File: src/rtl/dport_pkg.sv
// Shared DisplayPort constants: default line geometry and pixel colours.
// Also holds the line-length helper and the lit-pixel test.
package dport_pkg;

  localparam int PAD_DEF   = 240;
  localparam int BLITH_DEF = 800;

  function automatic int line_tot(input int pad, input int blith);
    return 2 * pad + blith;
  endfunction

  localparam int LINE_TOT = line_tot(PAD_DEF, BLITH_DEF);

  localparam logic [23:0] BRIGHT = 24'h00FF00;
  localparam logic [23:0] DARK   = 24'h000000;

  function automatic logic lit(input logic [7:0] g,
                               input logic [7:0] th);
    return g >= th;
  endfunction

endpackage

File: src/rtl/dport_pxpack_if.sv
// Pixel-pair input stream, line-start strobe and packed-word output stream.
// slave = packer side, master = source/sink side.
interface dport_pxpack_if;

  logic        dp_pixel_valid;
  logic [47:0] dp_pixel_data;
  logic        dp_pixel_ready;
  logic        dpdmahstart;
  logic        raw_pixel_valid;
  logic [15:0] raw_pixel_data;
  logic        raw_pixel_ready;

  modport slave (
    input  dp_pixel_valid,
    input  dp_pixel_data,
    input  dpdmahstart,
    input  raw_pixel_ready,
    output dp_pixel_ready,
    output raw_pixel_valid,
    output raw_pixel_data
  );

  modport master (
    output dp_pixel_valid,
    output dp_pixel_data,
    output dpdmahstart,
    output raw_pixel_ready,
    input  dp_pixel_ready,
    input  raw_pixel_valid,
    input  raw_pixel_data
  );

endinterface

File: src/rtl/dport_pxpack.sv
// Thresholds green pixel pairs into 1-bit pixels, packs 16 per output word.
// Define DPORT_PXPACK_ERRCNT_EN to count truncated lines in err_cnt.
module dport_pxpack
  import dport_pkg::*;
#(
  parameter int          PAD    = PAD_DEF,
  parameter int          BLITH  = BLITH_DEF,
  parameter logic [7:0]  THRESH = 8'h80
) (
  input  logic          dpclk,
  input  logic          reset,
  dport_pxpack_if.slave dp,
  output logic [7:0]    err_cnt
);

  localparam logic [15:0] X_LO  = 16'(PAD);
  localparam logic [15:0] X_HI  = 16'(PAD + BLITH);
  localparam logic [15:0] X_END = 16'(line_tot(PAD, BLITH) - 2);

  logic        active;
  logic [15:0] x;
  logic [2:0]  pk_cnt;
  logic [13:0] pack;
  logic        raw_v;
  logic [15:0] raw_d;
  logic        in_act;
  logic        stall;
  logic        acc;
  logic [1:0]  pair_bits;
  logic        px_unused;

  assign in_act = (x >= X_LO) && (x < X_HI);

  // Only the word-completing beat waits on a still-occupied output.
  assign stall = in_act && (pk_cnt == 3'd7) &&
                 raw_v && !dp.raw_pixel_ready;

  assign dp.dp_pixel_ready = active && !reset &&
                             !dp.dpdmahstart && !stall;

  assign acc = dp.dp_pixel_valid && dp.dp_pixel_ready;

  assign pair_bits = {lit(dp.dp_pixel_data[15:8], THRESH),
                      lit(dp.dp_pixel_data[39:32], THRESH)};

  assign px_unused = ^{dp.dp_pixel_data[47:40],
                       dp.dp_pixel_data[31:16],
                       dp.dp_pixel_data[7:0]};

  assign dp.raw_pixel_valid = raw_v;
  assign dp.raw_pixel_data  = raw_d;

  always_ff @(posedge dpclk) begin
    if (reset) begin
      active <= 1'b0;
      x      <= '0;
      pk_cnt <= '0;
      pack   <= '0;
      raw_v  <= 1'b0;
      raw_d  <= '0;
    end else begin
      if (raw_v && dp.raw_pixel_ready)
        raw_v <= 1'b0;
      if (dp.dpdmahstart) begin
        active <= 1'b1;
        x      <= '0;
        pk_cnt <= '0;
        pack   <= '0;
      end else if (acc) begin
        if (x == X_END) begin
          active <= 1'b0;
          x      <= '0;
        end else begin
          x <= x + 16'd2;
        end
        if (in_act) begin
          pack   <= {pack[11:0], pair_bits};
          pk_cnt <= pk_cnt + 3'd1;
          if (pk_cnt == 3'd7) begin
            raw_d <= {pack, pair_bits};
            raw_v <= 1'b1;
          end
        end
      end
    end
  end

`ifdef DPORT_PXPACK_ERRCNT_EN
  logic [7:0] err_q;

  always_ff @(posedge dpclk) begin
    if (reset)
      err_q <= '0;
    else if (dp.dpdmahstart && active &&
             (x != 16'd0) && (err_q != 8'hFF))
      err_q <= err_q + 8'd1;
  end

  assign err_cnt = err_q;
`else
  assign err_cnt = '0;
`endif

endmodule

File: src/flat_wrapper.sv
// flat-port wrapper written by rule: the top's interface ports become plain ports
module dport_pxpack_flat import dport_pkg::*;
#(
  parameter int          PAD    = PAD_DEF,
  parameter int          BLITH  = BLITH_DEF,
  parameter logic [7:0]  THRESH = 8'h80
)
  (dpclk, reset, err_cnt, dp_dp_pixel_valid, dp_dp_pixel_data, dp_dpdmahstart, dp_raw_pixel_ready, dp_dp_pixel_ready, dp_raw_pixel_valid, dp_raw_pixel_data);
  dport_pxpack_if dp_i ();
  input  logic dpclk;
  input  logic reset;
  output logic [7:0] err_cnt;
  input wire logic [$bits(dp_i.dp_pixel_valid)-1:0] dp_dp_pixel_valid;
  input wire logic [$bits(dp_i.dp_pixel_data)-1:0] dp_dp_pixel_data;
  input wire logic [$bits(dp_i.dpdmahstart)-1:0] dp_dpdmahstart;
  input wire logic [$bits(dp_i.raw_pixel_ready)-1:0] dp_raw_pixel_ready;
  output wire logic [$bits(dp_i.dp_pixel_ready)-1:0] dp_dp_pixel_ready;
  output wire logic [$bits(dp_i.raw_pixel_valid)-1:0] dp_raw_pixel_valid;
  output wire logic [$bits(dp_i.raw_pixel_data)-1:0] dp_raw_pixel_data;
  assign dp_i.dp_pixel_valid = dp_dp_pixel_valid;
  assign dp_i.dp_pixel_data = dp_dp_pixel_data;
  assign dp_i.dpdmahstart = dp_dpdmahstart;
  assign dp_i.raw_pixel_ready = dp_raw_pixel_ready;
  assign dp_dp_pixel_ready = dp_i.dp_pixel_ready;
  assign dp_raw_pixel_valid = dp_i.raw_pixel_valid;
  assign dp_raw_pixel_data = dp_i.raw_pixel_data;
  dport_pxpack #(.PAD(PAD), .BLITH(BLITH), .THRESH(THRESH)) u_core (.dpclk(dpclk), .reset(reset), .dp(dp_i), .err_cnt(err_cnt));
endmodule
File: config.mk
export PLATFORM = sky130hd
export DESIGN_NAME = dport_pxpack_flat
export DESIGN_NICKNAME = d
export VERILOG_FILES = /design/src/rtl/dport_pkg.sv /design/src/rtl/dport_pxpack_if.sv /design/src/rtl/dport_pxpack.sv /design/src/flat_wrapper.sv
export SDC_FILE = /design/constraint.sdc
export NUM_CORES = 1
export LEC_CHECK = 0
export ABC_AREA = 0
export BUFFER_PORTS_ARGS = -buffer_cell sky130_fd_sc_hd__buf_2
export CELL_PAD_IN_SITES_DETAIL_PLACEMENT = 1
export CELL_PAD_IN_SITES_GLOBAL_PLACEMENT = 1
export CORE_MARGIN = 4
export CORE_UTILIZATION = 30
export DETAILED_ROUTE_END_ITERATION = 10
export PLACE_DENSITY = 0.77
export SETUP_SLACK_MARGIN = 0.1
export SLEW_MARGIN = 20
export SYNTH_ARGS = -nofsm -noshare
export SYNTH_HDL_FRONTEND = slang
export SYNTH_SLANG_ARGS = --single-unit
File: constraint.sdc
create_clock -name dpclk -period 1.8 [get_ports dpclk]
set_input_delay 0 -clock dpclk [delete_from_list [all_inputs] [get_ports dpclk]]
set_output_delay 0 -clock dpclk [all_outputs]
set_load 0.05 [all_outputs]
==> run_results.csv <==
group,metric,value,unit
worst_hold_path,min_path_type,"in -> reg",
die,chipWidth,92.70,um
route,wl_per_cell,14.81,um
sta,finalHoldViolations,0,
cts,htreeDepth,2,
cells_and_area,stdcell_count,406,
cells_and_area,fillers,807,
run,drv_cap,0,
power,switching_share,0.2409,
setup_path,crit_fanout,7,
die,fp.coreArea,6869,sq um
setup_path,critical_path.top_delay_family,"simple AND/OR/NAND/NOR gates",
power,p_per_area,665.3,nW/um^2
logic_synthesis,synth_ff_type,"dfxtp_1",
route,route.met3.wl,190,um
grt,antenna_found_initial,0,
route,vias_per_cell,4.707,
cells_and_area,area_delta_synth_final,42.62,%
grt,grt_pass1_wl,9404,um
sta,fin_ws,-0.2069,ns
power,pwr-share-comb,0.049,
die,io_pins,79,
power,clockPowerShare,0.408,
sta,fmax,498.3,MHz
die,initial_core_util,0.3133,
sta,maxSlewViolCount,0,
cts,cts_inserted_buffers,5,
logic_synthesis,synth.area.top_cells,"dfxtp_1 (47%), nand2_1 (10%), a21oi_1 (6.7%)",
power,switching_power,492.0,uW
status,failed_checks,"negative setup slack",
route,wl_met1,2526,um
cts,root_buffer,"clkbuf_8",
cts,tritoncts,"done",
cts,cts_sinks,50,
cells_and_area,fin_util,0.4468,
route,ant_nets,0,
power,finalPower,2042,uW
logic_synthesis,yosysTopAreaCellShare,0.4651,
sta,rsz0062_at_grt,"yes",
sta,final.min_clock_period,2.007,ns
logic_synthesis,yosysWarnings,0,
logic_synthesis,netlist_top_cells_count,"nand2_1 (60), dfxtp_1 (50), a21oi_1 (29)",
die,fp-row-count,30,
setup_path,crit_top_cell,"ha_4",
grt,grt-ovfl-total,0,
setup_path,path_class,"reg -> reg",
logic_synthesis,syn_inst,256,
sta,setup_viol,17,
placed_design,dp.cells,383,
logic_synthesis,ys_async_sr_fraction,0,
logic_synthesis,synth-seq-cells,50,
setup_path,required,1.98,ns
die,die_h,92.70,um
route,wl,6013,um
sta,finClkSkew,0.01402,ns
logic_synthesis,synth_edf_count,0,
setup_path,crit_buf_inv,2,
sta,post-route-period-util,1.115,
setup_path,cp_slowest_cell,"or3b_4",
logic_synthesis,ys_seq_area_frac,0.4651,
power,ir_worst_vdd,0.3125,mV
placed_design,io_buffer_count,24,
status,status,"finished, violations left",
setup_path,path_cells,"ha_4, ha_4, nand3b_1, or3b_4, buf_6, o211ai_1, buf_4, or3_1, a21oi_1",
route,first_pass_iters,4,
cts,cts_buffer_depth,2,
route,drc,0,
setup_path,end_kind,"register",
placed_design,dp_hpwl,3563,um
route,num_vias,1911,
cells_and_area,final_nets,365,
power,intPower,1550,uW
grt,grt_usage,0.1376,
route,wl_met2,3168,um
power,seq_power_share,0.543,
route,drtIter0Drc,36,
cts,clkTransAtPathRegs,0.10,ns
cts,clk_latency,0.32,ns
logic_synthesis,avgSynthCellArea,8.407,sq um
logic_synthesis,synth_area,2152,sq um
die,dieArea,8592,sq um
cells_and_area,fin_area,3069,sq um
grt,grt_max_degree,21,
logic_synthesis,yosysUniqueCellTypes,39,
cells_and_area,layout-drive-gt1-share,0.4452,
setup_path,worst_setup_path_start_kind,"register",
setup_path,max_stage_delay,0.41,ns
placed_design,placed_cell_area,2502,sq um
setup_path,crit_arrival,2.19,ns
power,p_leak,0.001290,uW
logic_synthesis,synth_most_common_cell,"nand2_1",
placed_design,finalWeightedCongestion,0.7318,
logic_synthesis,yosysTopAreaCell,"dfxtp_1",
sta,worst_hold_slack,0.03605,ns
grt,grt_pass1_vias,1919,
cells_and_area,num_antenna_cells,0,
route,highest_layer,"met4",
[kinds of logic (layout without fill, tap and decap cells)]
kind of cell             count (synthesis)  in the layout  share of synthesized area
flip-flops                              50             50                     0.4651
XOR/XNOR                                10             10                    0.04070
AO/OA/AOI/OAI                           48             49                     0.1390
other                                    1              8                   0.001743
buffers and inverters                   21             67                    0.06162
AND/OR/NAND/NOR                        121            121                     0.2651
adder cells (fa/ha/maj)                  3              3                    0.01744
multiplexers                             2              2                   0.009303
[sequential cells by signal, indices dropped and copies added (netlist names)]
register and flops:
u_core.active 1, u_core.dp.raw_pixel_valid 1, u_core.pack 14, u_core.pk_cnt 3, u_core.x 15, u_core.dp.raw_pixel_data 16
[placed cells by master, fill, tap and decap left out, types with 2 or more instances in the layout]
cell,count
nand3b_1,2
nor2_1,11
nand3_2,2
xor2_1,7
conb_1,8
dfxtp_1,42
nand3_1,10
buf_8,2
clkbuf_8,5
buf_6,5
and4_1,2
buf_2,23
nand2_1,49
a21oi_2,20
o21ai_2,3
mux2i_1,2
ha_4,2
buf_4,21
dlygate4sd3_1,3
and3_4,4
nand4_1,2
and3_1,4
dfxtp_2,7
nand2_2,5
nand2_4,15
buf_12,3
a21oi_1,19
nor2_2,4
[area by class of cell]
type	count	area, sq um	area share
Multi-Input combinational cell	193	1341	0.4370
Sequential cell	50	1013	0.3302
Timing Repair Buffer	58	474.2	0.1545
Tap cell	96	120.1	0.03914
Clock buffer	5	68.82	0.02242
Clock inverter	3	47.55	0.01549
Inverter	1	3.754	0.001223
[power by group through the flow]
stage	Sequential [uW]	Combinational [uW]	Clock, uW
5_1_grt	1110	107	902
6_report	1110	101	833
4_1_cts	1110	96.3	856
3_5_place_dp	1130	84.6	0
2_1_floorplan	1130	77.2	0
3_3_place_gp	1130	84.2	0
[worst reg2reg max path: cells and delay by family (launching register included)]
family                   cells  cell delay (ns)
AO/OA/AOI/OAI                2             0.24
flip-flops                   1             0.37
buffers and inverters        2             0.34
adder cells (fa/ha/maj)      2             0.26
AND/OR/NAND/NOR              3             0.66
[stage by stage]
step	TNS (ns)	worst slack [ns]
after floorplan	0	0.03373
after global placement	-0.07589	-0.01448
after detailed placement	-1.836	-0.1258
after CTS	-1.673	-0.1553
after global routing	-4.528	-0.3039
final	-2.766	-0.2069
[path summary, 6_finish.rpt]
kind	start	end	slack, ns	cells past startpoint
max	u_core.pk_cnt[0]$_SDFFE_PP0P_	u_core.x[10]$_SDFFE_PP0N_	-0.21	9
min	dp_dpdmahstart	u_core.active$_SDFFE_PP0P_	0.04	3
max reg2reg	u_core.pk_cnt[0]$_SDFFE_PP0P_	u_core.x[10]$_SDFFE_PP0N_	-0.21	9
min reg2reg	u_core.dp.raw_pixel_data[10]$_SDFFE_PP0P_	u_core.dp.raw_pixel_data[10]$_SDFFE_PP0P_	0.47	2
[metal layers]
metal | GRT usage | vias up
li1 | - | 956
met4 | 0.05739 | 0
met5 | 0 | -
met3 | 0.02681 | 11
met2 | 0.2502 | 33
met1 | 0.1563 | 911
[repair_timing]
action                                  in CTS  in global routing
pin swaps                                   42                 20
resized for setup                           55                 23
gates cloned                                 0                  2
setup buffers                                9                  2
endpoints found under the setup margin      50                 50
hold buffers                                 3                  0
endpoints found under the hold margin        5                  0
(Power assumes the default switching activity.)
